<file path="config.mk">
export PLATFORM = sky130hd
export DESIGN_NAME = cpu_ctrl_flat
export DESIGN_NICKNAME = d
export VERILOG_FILES = /design/src/rtl/cpu_ctrl_if.sv /design/src/rtl/cpu_ctrl.sv /design/src/flat_wrapper.sv
export SDC_FILE = /design/constraint.sdc
export NUM_CORES = 1
export LEC_CHECK = 0
export CAP_MARGIN = 20
export CORE_MARGIN = 5
export CORE_UTILIZATION = 45
export CTS_CLUSTER_DIAMETER = 150
export CTS_CLUSTER_SIZE = 25
export DETAILED_ROUTE_END_ITERATION = 10
export MAX_ROUTING_LAYER = met4
export PLACE_DENSITY = 0.85
export SETUP_SLACK_MARGIN = 0.2
export SYNTH_ARGS = -nofsm -noshare
export SYNTH_HDL_FRONTEND = slang
export SYNTH_SLANG_ARGS = --single-unit
</file>
<file path="constraint.sdc">
create_clock -name clk -period 4.5 [get_ports clk]
set_input_delay 0.9 -clock clk [delete_from_list [all_inputs] [get_ports clk]]
set_output_delay 0.9 -clock clk [all_outputs]
set_load 0.01 [all_outputs]
</file>
<file path="src/rtl/cpu_ctrl_if.sv">
// cpu_ctrl_if: bundles the controller's connections to pc, mem and alu,
// plus its architectural status outputs.
//   master : the controller (drives pc_op/pc_k, mem_*, alu_*, status)
//   slave  : the surrounding CPU (drives pc_addr, mem_q, alu_c, alu_flags_in)
interface cpu_ctrl_if #(
  parameter int unsigned ADDR_W = 16
);
  // from pc / mem / alu
  logic [ADDR_W-1:0] pc_addr;
  logic [7:0]        mem_q;
  logic [7:0]        alu_c;
  logic [7:0]        alu_flags_in;
  // to pc
  logic [1:0]        pc_op;
  logic [7:0]        pc_k;
  // to mem
  logic              mem_rw;
  logic [ADDR_W-1:0] mem_addr;
  logic [7:0]        mem_data;
  // to alu
  logic [3:0]        alu_op;
  logic [7:0]        alu_a;
  logic [7:0]        alu_b;
  logic [7:0]        alu_flags;
  // status
  logic [7:0]        acc;
  logic [7:0]        flags;
  logic              instr_done;
  logic              illegal;
  logic              halted;

  modport master (
    input  pc_addr, mem_q, alu_c, alu_flags_in,
    output pc_op, pc_k, mem_rw, mem_addr, mem_data,
           alu_op, alu_a, alu_b, alu_flags,
           acc, flags, instr_done, illegal, halted
  );

  modport slave (
    output pc_addr, mem_q, alu_c, alu_flags_in,
    input  pc_op, pc_k, mem_rw, mem_addr, mem_data,
           alu_op, alu_a, alu_b, alu_flags,
           acc, flags, instr_done, illegal, halted
  );
endinterface

</file>
<file path="src/rtl/cpu_ctrl.sv">
// cpu_ctrl: multi-cycle control unit for the 8-bit Von Neumann CPU.
// Sequences the single-port memory for fetch and data access, drives the
// PC op/offset and ALU operands, and holds acc, flags and the instruction
// registers.
// Ports:
//   clk  - rising-edge clock
//   rst  - asynchronous active-high reset
//   bus  - cpu_ctrl_if.master (pc, mem, alu and status signals)
module cpu_ctrl #(
  parameter int unsigned ADDR_W    = 16,
  parameter logic [7:0]  DATA_PAGE = 8'h00
) (
  input  logic       clk,
  input  logic       rst,
  cpu_ctrl_if.master bus
);

  // pc_op encodings
  localparam logic [1:0] PC_RESET = 2'b00;
  localparam logic [1:0] PC_NOP   = 2'b01;
  localparam logic [1:0] PC_INC   = 2'b10;
  localparam logic [1:0] PC_JUMP  = 2'b11;

  // opcodes (ir_hi[7:4])
  localparam logic [3:0] OP_NOP = 4'h0;
  localparam logic [3:0] OP_ALU = 4'h1;
  localparam logic [3:0] OP_LDI = 4'h2;
  localparam logic [3:0] OP_LD  = 4'h3;
  localparam logic [3:0] OP_ST  = 4'h4;
  localparam logic [3:0] OP_JMP = 4'h5;
  localparam logic [3:0] OP_JEQ = 4'h6;
  localparam logic [3:0] OP_JGT = 4'h7;
  localparam logic [3:0] OP_HLT = 4'hF;

  localparam logic [3:0] ALU_CMP = 4'b0110;

  typedef enum logic [2:0] {
    S_RESET  = 3'd0,
    S_FETCH0 = 3'd1,
    S_FETCH1 = 3'd2,
    S_FETCH2 = 3'd3,
    S_EXEC   = 3'd4,
    S_MEMRD  = 3'd5,
    S_HALT   = 3'd6
  } state_e;

  state_e state_q, state_d;

  logic [7:0] acc_q,   acc_d;
  logic [7:0] flags_q, flags_d;
  logic [7:0] ir_hi_q, ir_hi_d;
  logic [7:0] ir_lo_q, ir_lo_d;

  logic [3:0]        opcode;
  logic [ADDR_W-1:0] data_addr;

  assign opcode    = ir_hi_q[7:4];
  assign data_addr = ADDR_W'({DATA_PAGE, ir_lo_q});

  // State register
  always_ff @(posedge clk or posedge rst) begin
    if (rst) state_q <= S_RESET;
    else     state_q <= state_d;
  end

  // Next-state logic
  always_comb begin
    state_d = state_q;
    unique case (state_q)
      S_RESET:  state_d = S_FETCH0;
      S_FETCH0: state_d = S_FETCH1;
      S_FETCH1: state_d = S_FETCH2;
      S_FETCH2: state_d = S_EXEC;
      S_EXEC: begin
        if (opcode == OP_LD)       state_d = S_MEMRD;
        else if (opcode == OP_HLT) state_d = S_HALT;
        else                       state_d = S_FETCH0;
      end
      S_MEMRD:  state_d = S_FETCH0;
      S_HALT:   state_d = S_HALT;
      default:  state_d = S_RESET;
    endcase
  end

  // Output decode: PC op, memory access and instruction status per state
  always_comb begin
    bus.pc_op      = PC_NOP;
    bus.mem_rw     = 1'b0;
    bus.mem_addr   = bus.pc_addr;
    bus.instr_done = 1'b0;
    bus.illegal    = 1'b0;
    unique case (state_q)
      S_RESET: begin
        bus.pc_op    = PC_RESET;
        bus.mem_addr = '0;
      end
      S_FETCH0: bus.mem_addr = bus.pc_addr;
      S_FETCH1: bus.mem_addr = bus.pc_addr + ADDR_W'(1);
      S_FETCH2: ;
      S_EXEC: begin
        unique case (opcode)
          OP_NOP, OP_ALU, OP_LDI: begin
            bus.pc_op      = PC_INC;
            bus.instr_done = 1'b1;
          end
          // LD completes in MEMRD; PC holds until then
          OP_LD: bus.mem_addr = data_addr;
          OP_ST: begin
            bus.pc_op      = PC_INC;
            bus.mem_rw     = 1'b1;
            bus.mem_addr   = data_addr;
            bus.instr_done = 1'b1;
          end
          OP_JMP: begin
            bus.pc_op      = PC_JUMP;
            bus.instr_done = 1'b1;
          end
          // conditional jumps test flags as registered before this EXEC
          OP_JEQ: begin
            bus.pc_op      = flags_q[0] ? PC_JUMP : PC_INC;
            bus.instr_done = 1'b1;
          end
          OP_JGT: begin
            bus.pc_op      = flags_q[1] ? PC_JUMP : PC_INC;
            bus.instr_done = 1'b1;
          end
          // PC freezes at the HLT address
          OP_HLT: bus.instr_done = 1'b1;
          default: begin
            bus.pc_op      = PC_INC;
            bus.illegal    = 1'b1;
            bus.instr_done = 1'b1;
          end
        endcase
      end
      S_MEMRD: begin
        bus.pc_op      = PC_INC;
        bus.instr_done = 1'b1;
      end
      S_HALT: ;
      default: ;
    endcase
  end

  assign bus.halted = (state_q == S_HALT);

  // Datapath next values: instruction capture and architectural updates
  always_comb begin
    acc_d   = acc_q;
    flags_d = flags_q;
    ir_hi_d = ir_hi_q;
    ir_lo_d = ir_lo_q;
    unique case (state_q)
      S_FETCH1: ir_hi_d = bus.mem_q;
      S_FETCH2: ir_lo_d = bus.mem_q;
      S_EXEC: begin
        if (opcode == OP_ALU) begin
          // CMP only updates flags
          if (ir_hi_q[3:0] != ALU_CMP) acc_d = bus.alu_c;
          flags_d = bus.alu_flags_in;
        end else if (opcode == OP_LDI) begin
          acc_d = ir_lo_q;
        end
      end
      S_MEMRD: acc_d = bus.mem_q;
      default: ;
    endcase
  end

  // Architectural and instruction registers
  always_ff @(posedge clk or posedge rst) begin
    if (rst) begin
      acc_q   <= 8'h00;
      flags_q <= 8'h00;
      ir_hi_q <= 8'h00;
      ir_lo_q <= 8'h00;
    end else begin
      acc_q   <= acc_d;
      flags_q <= flags_d;
      ir_hi_q <= ir_hi_d;
      ir_lo_q <= ir_lo_d;
    end
  end

  assign bus.pc_k      = ir_lo_q;
  assign bus.mem_data  = acc_q;
  assign bus.alu_op    = ir_hi_q[3:0];
  assign bus.alu_a     = acc_q;
  assign bus.alu_b     = ir_lo_q;
  assign bus.alu_flags = flags_q;
  assign bus.acc       = acc_q;
  assign bus.flags     = flags_q;

endmodule
</file>
<file path="src/flat_wrapper.sv">
// flat-port wrapper written by rule: the top's interface ports become plain ports
module cpu_ctrl_flat 
#(
  parameter int unsigned ADDR_W    = 16,
  parameter logic [7:0]  DATA_PAGE = 8'h00
)
  (clk, rst, bus_pc_addr, bus_mem_q, bus_alu_c, bus_alu_flags_in, bus_pc_op, bus_pc_k, bus_mem_rw, bus_mem_addr, bus_mem_data, bus_alu_op, bus_alu_a, bus_alu_b, bus_alu_flags, bus_acc, bus_flags, bus_instr_done, bus_illegal, bus_halted);
  cpu_ctrl_if #(.ADDR_W(ADDR_W)) bus_i ();
  input  logic clk;
  input  logic rst;
  input wire logic [$bits(bus_i.pc_addr)-1:0] bus_pc_addr;
  input wire logic [$bits(bus_i.mem_q)-1:0] bus_mem_q;
  input wire logic [$bits(bus_i.alu_c)-1:0] bus_alu_c;
  input wire logic [$bits(bus_i.alu_flags_in)-1:0] bus_alu_flags_in;
  output wire logic [$bits(bus_i.pc_op)-1:0] bus_pc_op;
  output wire logic [$bits(bus_i.pc_k)-1:0] bus_pc_k;
  output wire logic [$bits(bus_i.mem_rw)-1:0] bus_mem_rw;
  output wire logic [$bits(bus_i.mem_addr)-1:0] bus_mem_addr;
  output wire logic [$bits(bus_i.mem_data)-1:0] bus_mem_data;
  output wire logic [$bits(bus_i.alu_op)-1:0] bus_alu_op;
  output wire logic [$bits(bus_i.alu_a)-1:0] bus_alu_a;
  output wire logic [$bits(bus_i.alu_b)-1:0] bus_alu_b;
  output wire logic [$bits(bus_i.alu_flags)-1:0] bus_alu_flags;
  output wire logic [$bits(bus_i.acc)-1:0] bus_acc;
  output wire logic [$bits(bus_i.flags)-1:0] bus_flags;
  output wire logic [$bits(bus_i.instr_done)-1:0] bus_instr_done;
  output wire logic [$bits(bus_i.illegal)-1:0] bus_illegal;
  output wire logic [$bits(bus_i.halted)-1:0] bus_halted;
  assign bus_i.pc_addr = bus_pc_addr;
  assign bus_i.mem_q = bus_mem_q;
  assign bus_i.alu_c = bus_alu_c;
  assign bus_i.alu_flags_in = bus_alu_flags_in;
  assign bus_pc_op = bus_i.pc_op;
  assign bus_pc_k = bus_i.pc_k;
  assign bus_mem_rw = bus_i.mem_rw;
  assign bus_mem_addr = bus_i.mem_addr;
  assign bus_mem_data = bus_i.mem_data;
  assign bus_alu_op = bus_i.alu_op;
  assign bus_alu_a = bus_i.alu_a;
  assign bus_alu_b = bus_i.alu_b;
  assign bus_alu_flags = bus_i.alu_flags;
  assign bus_acc = bus_i.acc;
  assign bus_flags = bus_i.flags;
  assign bus_instr_done = bus_i.instr_done;
  assign bus_illegal = bus_i.illegal;
  assign bus_halted = bus_i.halted;
  cpu_ctrl #(.ADDR_W(ADDR_W), .DATA_PAGE(DATA_PAGE)) u_core (.clk(clk), .rst(rst), .bus(bus_i));
endmodule
</file>
# ---- Yosys cells after proc, flatten, opt, wreduce, memory -nomap -nowiden
# Cells that the tools add are included.
dict set report word_totals {
  out_inout_bits 82
  ff_bits 35
}
dict set report op_classes {
  n_eq_ne 17
  n_reduce_logical 9
  muxes 19
  add_sub_neg 1
}
# cell count
set op_table {}
lappend op_table {{$pmux 16 s3} 1}
lappend op_table {{$mux 8} 3}
lappend op_table {{$pmux 3 s6} 1}
lappend op_table {{$add 16x1->16 const B} 1}
lappend op_table {{$eq 4x3->1 const B} 4}
lappend op_table {{$mux 16} 1}
lappend op_table {{$pmux 8 s2} 1}
lappend op_table {{$eq 3x3->1 const B} 3}
lappend op_table {{$reduce_or 9->1} 1}
lappend op_table {{$eq 4x2->1 const B} 2}
lappend op_table {{$pmux 2 s4} 1}
lappend op_table {{$mux 1} 7}
lappend op_table {{$eq 3x2->1 const B} 2}
lappend op_table {{$mux 3} 2}
lappend op_table {{$pmux 2 s3} 1}
lappend op_table {{$reduce_or 2->1} 3}
lappend op_table {{$eq 4x1->1 const B} 1}
lappend op_table {{$eq 4x4->1 const B} 1}
lappend op_table {{$logic_not 4->1} 1}
lappend op_table {{$ne 4x3->1 const B} 1}
lappend op_table {{$eq 3x1->1 const B} 1}
lappend op_table {{$logic_not 3->1} 1}
lappend op_table {{$ne 3x1->1 const B} 1}
lappend op_table {{$ne 3x3->1 const B} 1}
lappend op_table {{other kinds (4)} 4}

# ---- Longest topological paths before layout
# Gate-level depths: netlist of the first run.
dict set report logic_depth {
  word_depth 4
  mapped_depth 7
  depth_no_buf 5
}

# ---- Least setup slack after synthesis of the first run
# Ideal clock, no wire load.
dict set report synth_timing {
  path_kind {in2out}
  from {in bus_pc_addr[0]}
  to {out bus_mem_addr[12]}
  required_ns 3.600
  path_stages 5
  arrival_ns 2.013
  slack_ns 1.587
  path_cell_list {ha_1 nand3_1 nor3_1 a31oi_1 a221o_1}
}
dict set report synth_via {
  elab_chain_cells 2
}
# item line
set synth_rtl {}
lappend synth_rtl {{start, declared} flat_wrapper.sv:11} ;# input wire logic [$bits(bus_i.pc_addr)-1:0] bus_pc_addr;
lappend synth_rtl {{$add 16x1->16} cpu_ctrl.sv:98} ;# S_FETCH1: bus.mem_addr = bus.pc_addr + ADDR_W'(1);
lappend synth_rtl {{$pmux 16 s3} cpu_ctrl.sv:92} ;# unique case (state_q)
lappend synth_rtl {{end, declared} flat_wrapper.sv:18} ;# output wire logic [$bits(bus_i.mem_addr)-1:0] bus_mem_addr;
# Every way passes these cells.

# ---- Worst setup path in the final report of the first run
dict set report layout_timing {
  from {in bus_pc_addr[4]}
  to {out bus_mem_addr[13]}
}
# Same word-level chain as after synthesis.

==> results of run 1 <==
-- through the flow --
stage               setup slack [ps]  std cells  util, %  total power [uW]
floorplan                       1590        296        -              1660
global placement                 425        443     62.6              2270
detailed placement               362        443     62.6              2310
CTS                              354        451     65.0              2670
global route                     298        452     65.5              2830
finish                           388        452     65.5              2650
-- power by group through the flow --
stage,Clock [uW],Combinational (uW),Sequential (uW)
2_1_floorplan,0,1020,638
3_3_place_gp,0,1560,708
4_1_cts,347,1610,716
3_5_place_dp,0,1590,717
5_1_grt,360,1710,754
6_report,344,1590,717
-- layer usage --
metal / wire length [um] / GRT usage, % / vias up
met2: 3970 / 36.9 / 110
met1: 3310 / 28.0 / 1240
li1: - / - / 1206
met4: 73 / 6.66 / 0
met5: 0 / - / -
met3: 559 / 4.09 / 7
-- how the worst max path moves through the flow --
stage | start | end | slack (ps) | cells past startpoint
3_3_place_gp | bus_pc_addr[0] | bus_mem_addr[12] | 420 | 7
2_1_floorplan | bus_pc_addr[0] | bus_mem_addr[12] | 1590 | 5
3_5_place_dp | bus_pc_addr[0] | bus_mem_addr[14] | 360 | 7
5_1_grt | bus_pc_addr[4] | bus_mem_addr[13] | 300 | 6
4_1_cts | bus_pc_addr[0] | bus_mem_addr[14] | 350 | 7
6_report | bus_pc_addr[4] | bus_mem_addr[13] | 390 | 6
-- final cells by class --
type	instances	share of cell area, %
Multi-Input combinational cell	201	36.7
Sequential cell	35	23.0
Clock inverter	3	1.77
Clock buffer	5	1.81
Tap cell	75	2.46
Inverter	6	0.591
Timing Repair Buffer	127	33.6
-- synthesized netlist by cell type, types with 3 or more instances --
cell and count:
sky130_fd_sc_hd__a211o_1 4, sky130_fd_sc_hd__a21o_1 3, sky130_fd_sc_hd__a21oi_1 7, sky130_fd_sc_hd__a221o_1 7, sky130_fd_sc_hd__a31oi_1 5, sky130_fd_sc_hd__a32o_1 8, sky130_fd_sc_hd__and3_1 6, sky130_fd_sc_hd__buf_2 7
sky130_fd_sc_hd__buf_4 38, sky130_fd_sc_hd__clkbuf_1 8, sky130_fd_sc_hd__dfrtp_1 35, sky130_fd_sc_hd__inv_1 5, sky130_fd_sc_hd__mux2_1 10, sky130_fd_sc_hd__mux2_2 6, sky130_fd_sc_hd__mux2i_1 9, sky130_fd_sc_hd__nand2_1 46
sky130_fd_sc_hd__nand3_1 5, sky130_fd_sc_hd__nand4_1 3, sky130_fd_sc_hd__nor2_1 12, sky130_fd_sc_hd__nor2b_1 5, sky130_fd_sc_hd__nor3_1 5, sky130_fd_sc_hd__nor3b_1 4, sky130_fd_sc_hd__nor4_1 3, sky130_fd_sc_hd__o211ai_1 3
sky130_fd_sc_hd__o21a_1 8, sky130_fd_sc_hd__o21ai_0 3
-- registers in the layout, indices dropped and copies added, names as in the netlist --
register              cells
u_core.bus.acc            8
u_core.bus.alu_b          8
u_core.bus.alu_flags      8
u_core.ir_hi_q            8
u_core.state_q            3
-- layout by cell type, fill, tap and decap left out, drive strengths merged, types with 4 or more instances in the layout --
master	count
a211o	4
a21oi	8
a221o	7
a31oi	5
a32o	8
and3	6
buf	4
clkbuf	5
clkdlybuf4s50	123
dfrtp	35
inv	6
mux2	16
mux2i	9
nand2	48
nand3	5
nor2	12
nor2b	5
nor3	5
nor3b	4
o21a	8
o21ai	6
-- cells by family after synthesis --
logic type / count (synthesis)
buffers and inverters: 60
DFF: 35
and+or+nand+nor: 110
muxes: 25
xor gates and xnor gates: 1
adders and majority gates: 1
AOI/OAI and AO/OA: 64
-- critical path: cells and delay by family --
family | cells | cell delay [ps]
buf+inv | 2 | 1070
compound gates | 2 | 630
simple gates | 2 | 610
==> metrics list, run 1 <==
- Slew of the pin with the lowest slew margin: 799 ps
- Mux share of post-synthesis cell area: 10.2%
- Initial standard-cell utilization of the core: 45.6%
- The detail route stage leaves a number of antenna-violating nets equal to 0.
* Timing-limited maximum frequency: 243 MHz
- Via count of the first global-routing pass: 2601
- A synthesized cell averages 8.95 um^2.
- The tool flagged a number of max-cap violations equal to 0.
- Number of antenna cells inserted: 0
- Proportion of register bits with asynchronous set or reset after synthesis: 100%
* Top fanout value on the critical path: 7
* Total core area: 5820 um^2
- In this run the tightest slew margin relative to its limit is 46.6%.
* Cell Area, Placed: 3640 um^2
* Worst hold margin: 517 ps
- Hold-fix buffer count after cts: 0
- The critical path in this run is classified as primary input to primary output.
- Internal power comes to 1590 uW.
- After clock tree synthesis, the clock-pin slew on the worst setup and hold paths is 70 ps.
- Counting the fill cells in the layout gives 513.
* Count of yosys warnings during synthesis: 0
* Die Width: 86.7 um
* Destination of the worst register-to-register timing path: u_core.bus.acc[6]
- Of the post-synthesis cell area, the dominant cell type holds 33.1%.
- Largest net degree at the start of global routing: 29
- Summing the areas of all fa, ha and maj instances in the mapped netlist gives 0.472% of the synthesized area.
* Die Outline Area: 7520 um^2
- Pin placement for this block handled 124 I/O pins.
- Min cycle time layout: 4110 ps
- Synthesis produced 296 cells.
* Endpoint required time on the critical path: 3600 ps
- Sorting the synthesized cells by area gives the leading types as sky130_fd_sc_hd__dfrtp_1 (33%), sky130_fd_sc_hd__buf_4 (11%), sky130_fd_sc_hd__nand2_1 (6.5%).
- Total clock buffers created by CTS: 5
* Hold worst-path end: u_core.bus.alu_flags[4]
* Count of cell types in the netlist: 57
- For this run, the leading register cell type out of synthesis is sky130_fd_sc_hd__dfrtp_1.
- Unrepaired setup endpoints after global routing: no
* Post-CTS repair timing setup buffer count: 0
- The first detailed-routing pass ran for 5 iterations.
- Multi-input gate area: 1400 um^2
* Post-Synthesis Net Count: 339
* Hold Crit Start: u_core.bus.alu_flags[4]
* CP most frequent cell: sky130_fd_sc_hd__clkdlybuf4s50_1
- The worst register-to-register path has a setup slack of 2340 ps.
- DRC violation total after the first TritonRoute iteration: 149
- Crit start category: primary input
* Simple-gate portion of the synthesized area: 22.2%
- The sequential cells in the finished layout cover a total of 876 um^2.
* Die height: 86.7 um
- Final Cell Area: 3810 um^2
- In the final routed layout, each cell accounts on average for 17.5 um.
* Outcome: finished clean
- The net count of the finished layout is 419.
- Post-synthesis cell type with the largest combined area: sky130_fd_sc_hd__dfrtp_1
* Share of the synthesized area in compound gates (AO/OA/AOI/OAI): 19.2%
- Number of cells traversed by the worst register-to-register path: 5
- Final weighted congestion in routability-driven placement: 0.880
- Combinational fraction of design power: 60.0%
- Counting flops with a built-in enable in the synthesized netlist gives 0.
- IR analysis of the VDD net gives a maximum drop of 0.000421 V.
* Post-cts repair resize count: 0
- For this design, the sink count on the clock tree is 35.
- For the worst setup path, the data arrival time is 3210 ps.
* Sequential cell fraction of total power: 27.0%
- Cells with a size suffix above 1 make up 7.96% of the layout.
- TritonCTS built the clock tree.
* Clock root buffer: sky130_fd_sc_hd__clkbuf_8
- Global routing consumed, over all layers together, 22.4% of the routing resources.
- On the worst path, the slowest cell contributes a delay of 580 ps.
* Final worst path period share: 91.4%
- After synthesis the cells add up to 2650 um^2.
* Final count of hold timing violations: 0
- Of the total power, the share spent switching nets is 39.9%.
- Reg-to-reg critical path startpoint: u_core.ir_hi_q[6]
* Number of buffers on the longest clock path: 2
- After synthesis, flip-flops and latches occupy 33.1% of the total area.
* Crit end category: primary output
- Ordered cell list for the critical path: clkdlybuf4s50_1 > nand3_1 > or2_1 > o311a_1 > a211o_1 > clkdlybuf4s50_1
* Final setup violation count: 0
* Wire length of the first global-routing pass: 13000 um
- Parity-gate share of the synthesized area counting xor and xnor cells: 0.331%
* Worst path slowest cell: sky130_fd_sc_hd__clkdlybuf4s50_1
- Post-DR vias/cell: 5.67
- Number of input and output port buffers inserted: 123
- For this run, design rule violations remaining after detail routing come to 0.
* Largest family of logic cells by synthesized area: simple AND/OR/NAND/NOR gates
- The analysis attributes to net switching a power of 1060 uW.
- Power density relative to cell area: 696 nW/um^2
- Clk_skew: 8.08 ps
- Counting instances, the worst hold path has a depth of 1.
* Number of vias in the routed layout: 2563
* Detailed placer's ending HPWL: 5800 um
- The number of antenna violations at the first check in global routing came to 0.
* Static power due to leakage: 0.00156 uW
- The later pin in the worst-skew pair is clocked with a latency of 300 ps.
- In this run the number of H-tree levels came out at 2.
- Counting flops and latches in the post-synthesis netlist gives 35.
* Max-slew violation count: 0
* Clock share of power: 13.0%
- Site Rows: 28
- Remaining global-route overflow: 0
* Layout area overhead: 43.8%
- In the final timing run, aggregate negative setup slack is 0 ps.
- Total wirelength of the detailed-routed design: 7920 um
- The worst hold path belongs to the class register to register.
(Power assumes the default switching activity.)
==> run 2: changes to the inputs <==
ABC_AREA = 1   (was not set)
PLACE_DENSITY = 0.83   (was 0.85)
==> run 2 against run 1 <==
  * Die area grew 4.5%
  * Clock power down 16%
  * Highest routed layer unchanged
  * Critical path depth up 4
==> metrics list, run 2 <==
- The number of enable-type register cells in the synthesized netlist is 0 (unchanged).
- Slew of the pin with the lowest slew margin: 687 ps (-112 ps)
- Sequential-to-total area share from yosys stat: 31.5% (-1.6 points)
* Final weighted congestion in routability-driven placement: 0.970 (+10%)
- Number of vias in the routed layout: 2990 (+17%)
- The yosys synthesis warning count is 0 (unchanged).
* Final count of hold timing violations: 0 (unchanged)
- Hold-fix buffer count after cts: 0 (unchanged)
- The clock tree skew after final layout is 7.19 ps (-0.884 ps).
- STA classifies the critical path startpoint as a primary input.
* DRC violation total after the first TritonRoute iteration: 138 (-7.4%)
* Via count of the first global-routing pass: 2979 (+15%)
- TritonCTS clock tree: built
* Ordered cell list for the critical path: clkdlybuf4s50_1 > ha_1 > inv_1 > nor2_1 > nand2_1 > nor2_1 > nand3_1 > nand3_1 > nand2_1 > clkdlybuf4s50_1
- Site Rows: 28 (unchanged)
- Sorting the synthesized cells by how often they occur yields sky130_fd_sc_hd__nand2_1 (162), sky130_fd_sc_hd__inv_1 (45), sky130_fd_sc_hd__nand3_1 (43), sky130_fd_sc_hd__buf_4 (38), sky130_fd_sc_hd__dfrtp_1 (35).
- Proportion of register bits with asynchronous set or reset after synthesis: 100% (unchanged)
- The number of buffers on the longest clock path came to 2 (unchanged).
- Setup repair after global routing left no endpoint under its margin.
* Total wirelength of the detailed-routed design: 8510 um (+7.5%)
* Final setup violation count: 0 (unchanged)
- The number of buffers added on ports is 123 (unchanged).
* Headroom to the max-slew limit: 54.2% (+7.6 points)
- Sorting the synthesized cells by area gives the leading types as sky130_fd_sc_hd__dfrtp_1 (31%), sky130_fd_sc_hd__nand2_1 (22%), sky130_fd_sc_hd__buf_4 (10%).
- Die Outline Area: 7860 um^2 (+4.5%)
* Type of the tightest min-delay check: register to register
* Die height: 88.7 um (+2.2%)
* Most frequently used flop master after synthesis: sky130_fd_sc_hd__dfrtp_1
- Count of cell types in the netlist: 28 (-51%)
- Post-synthesis instance area: 2780 um^2 (+5.1%)
- The number of design rule violations left after detail routing is 0 (unchanged).
- Post-CTS repair timing setup buffer count: 0 (unchanged)
* Final worst path period share: 84.2% (-7.1 points)
- Max-cap violation count: 0 (unchanged)
- Routed wire length per instance: 14.4 um (-18%)
- The accumulated negative setup slack came to 0 ps (unchanged).
* Max H-tree Level: 2 (unchanged)
* Final Cell Area: 3880 um^2 (+1.8%)
- The wire length of the first global-routing pass was 13800 um (+6.4%).
- The number of max-slew violations in the final report is 0 (unchanged).
* Power density relative to cell area: 667 nW/um^2 (-4.3%)
* Multi-input gate area: 1370 um^2 (-2.5%)
- Clock root buffer: sky130_fd_sc_hd__clkbuf_8
- The ratio of routed vias to standard cells is 5.05 (-11%).
* IO Count: 124 (unchanged)
- Post-synthesis cell type with the largest combined area: sky130_fd_sc_hd__dfrtp_1
* Critical path's largest stage delay: 530 ps (-50 ps)
- Most repeated cell in the gate-level netlist after synthesis: sky130_fd_sc_hd__nand2_1
* Synthesized instance count: 430 (+45%)
* Cell Area, Placed: 3760 um^2 (+3.4%)
* Post-Synthesis Net Count: 473 (+40%)
* Fill cell instance count of the final layout: 531 (+3.5%)
- Top fanout value on the critical path: 5 (-2)
- Crit end category: primary output
* Most common cell after layout, fill and taps aside: sky130_fd_sc_hd__nand2_1
- Mean instance size in the synthesized netlist: 6.47 um^2 (-28%)
- Number of antenna cells inserted: 0 (unchanged)
- The TritonCTS sink count is 35 (unchanged).
- The register-to-register setup slack was 2620 ps (+280 ps).
- The clock transition at the register clock pins on the worst setup and hold paths after CTS came to 70 ps (about the same).
- Total clock buffers created by CTS: 5 (unchanged)
* Share of post-route cells with drive strength above 1: 5.61% (-2.3 points)
- The area growth from synthesis to layout is 39.3%.
* Fraction of post-synthesis cell area in the top cell type by area: 31.5% (-1.6 points)
* Total core area: 5960 um^2 (+2.4%)
* Count of state elements after synthesis: 35 (unchanged)
- Max VDD drop: 0.000457 V (+8.4%)
- The data required time of the critical path came to 3600 ps (about the same).
- Min cycle time layout: 3790 ps (-321 ps)
- Timing-limited maximum frequency: 264 MHz (+8.5%)
- The pin count of the biggest net entering global routing came to 36 (+24%).
* Detailed placer's ending HPWL: 6590 um (+14%)
- Number of antenna violations at the first check in global routing: 0 (unchanged)
- The worst setup path is of the primary input to primary output kind.
- The area taken by flip-flops and latches was 876 um^2 (unchanged).
- The net count reported at finish came to 559 (+33%).
* Arr. time, crit path: 2890 ps (-320 ps)
* Outcome: finished clean
- Count of TritonRoute iterations in the first routing pass: 5 (unchanged)
- Static power due to leakage: 0.00188 uW (+21%)
* Initial standard-cell utilization of the core: 46.7% (+1.2 points)
- The horizontal extent of the die is 88.7 um (+2.2%).
- Post-cts repair resize count: 0 (unchanged)
- Among all stages on the critical path, the largest delay is contributed by sky130_fd_sc_hd__clkdlybuf4s50_1.
- Remaining number of nets flagged by the antenna check after routing: 0 (unchanged)
- Clk Latency, worst-skew pair: 290 ps (about the same)
- Commonest non-fill, non-tap cells in the layout: sky130_fd_sc_hd__nand2_1 (162), sky130_fd_sc_hd__clkdlybuf4s50_1 (123), sky130_fd_sc_hd__inv_1 (45)
- GRT Resource Usage Total: 23.0% (+0.61 points)
- Remaining global-route overflow: 0 (unchanged)
==> run 2: cell count changes in the layout (fill, tap and decap cells not counted), moves of 8 or more <==
cell / before / now
sky130_fd_sc_hd__nand2_1: 46 / 162
sky130_fd_sc_hd__inv_1: 5 / 45
sky130_fd_sc_hd__nand3_1: 5 / 43
sky130_fd_sc_hd__o21ai_0: 3 / 24
sky130_fd_sc_hd__nor2_1: 12 / 31
sky130_fd_sc_hd__mux2_1: 10 / 0
sky130_fd_sc_hd__mux2i_1: 9 / 0
sky130_fd_sc_hd__a32o_1: 8 / 0
==> run 2: routing by layer <==
layer,vias to the layer above,track usage (%),share of wire (%)
met5,-,-,0
met4,0,7.42,2.0
met3,15,4.10,8.3
met2,166,36.8,46
met1,1325,29.4,44
li1,1484,-,-
==> run 2: kinds of logic after synthesis <==
| family | after synthesis | share of synthesized area, % |
|---|---|---|
| simple gates | 258 | 40.5 |
| fa+ha+maj | 1 | 0.449 |
| buf+inv | 96 | 19.5 |
| compound gates | 40 | 8.05 |
| flops | 35 | 31.5 |
==> run 2: path summary, 6_finish.rpt <==
kind,start,endpoint,depth (start not counted)
setup / recovery,bus_pc_addr[0],bus_mem_addr[14],10
hold / removal,u_core.bus.alu_flags[6],u_core.bus.alu_flags[6],2
setup reg to reg,u_core.state_q[1],u_core.bus.acc[7],7
hold reg to reg,u_core.bus.alu_flags[6],u_core.bus.alu_flags[6],2
max in group asynchronous,rst,u_core.state_q[2],3
min in group asynchronous,rst,u_core.bus.acc[4],3
==> run 2: power by group <==
part | switching [uW] | total (uW) | internal, uW
logic | 832 | 1650 | 814
clock network | 123 | 288 | 165
registers | 187 | 651 | 464
total | 1140 | 2580 | 1440
==> run 2: worst max-delay path: cells and delay by family <==
family,cells,cell delay [ps]
adder cells (fa/ha/maj),1,170
buffers and inverters,3,1070
AND/OR/NAND/NOR,6,750
==> run 2: cell type report <==
type | count | area share (%)
multi-input cells | 299 | 35.2
clock buffers | 5 | 1.77
well taps | 75 | 2.42
inverters | 51 | 4.94
clock inverters | 3 | 1.13
repair buffers | 124 | 31.9
flip-flops and latches | 35 | 22.6
==> run 2: metrics by stage <==
stage | utilization [%] | std cells | hold WS, ps | power, uW | setup slack, ps
5_1_grt | 65.1 | 592 | 537 | 2790 | 507
6_report | 65.1 | 592 | 515 | 2580 | 709
2_1_floorplan | - | 430 | 475 | 1650 | 1870
4_1_cts | 65.1 | 592 | 517 | 2600 | 709
3_5_place_dp | 63.2 | 584 | 496 | 2300 | 718
3_3_place_gp | 63.2 | 584 | 487 | 2270 | 773
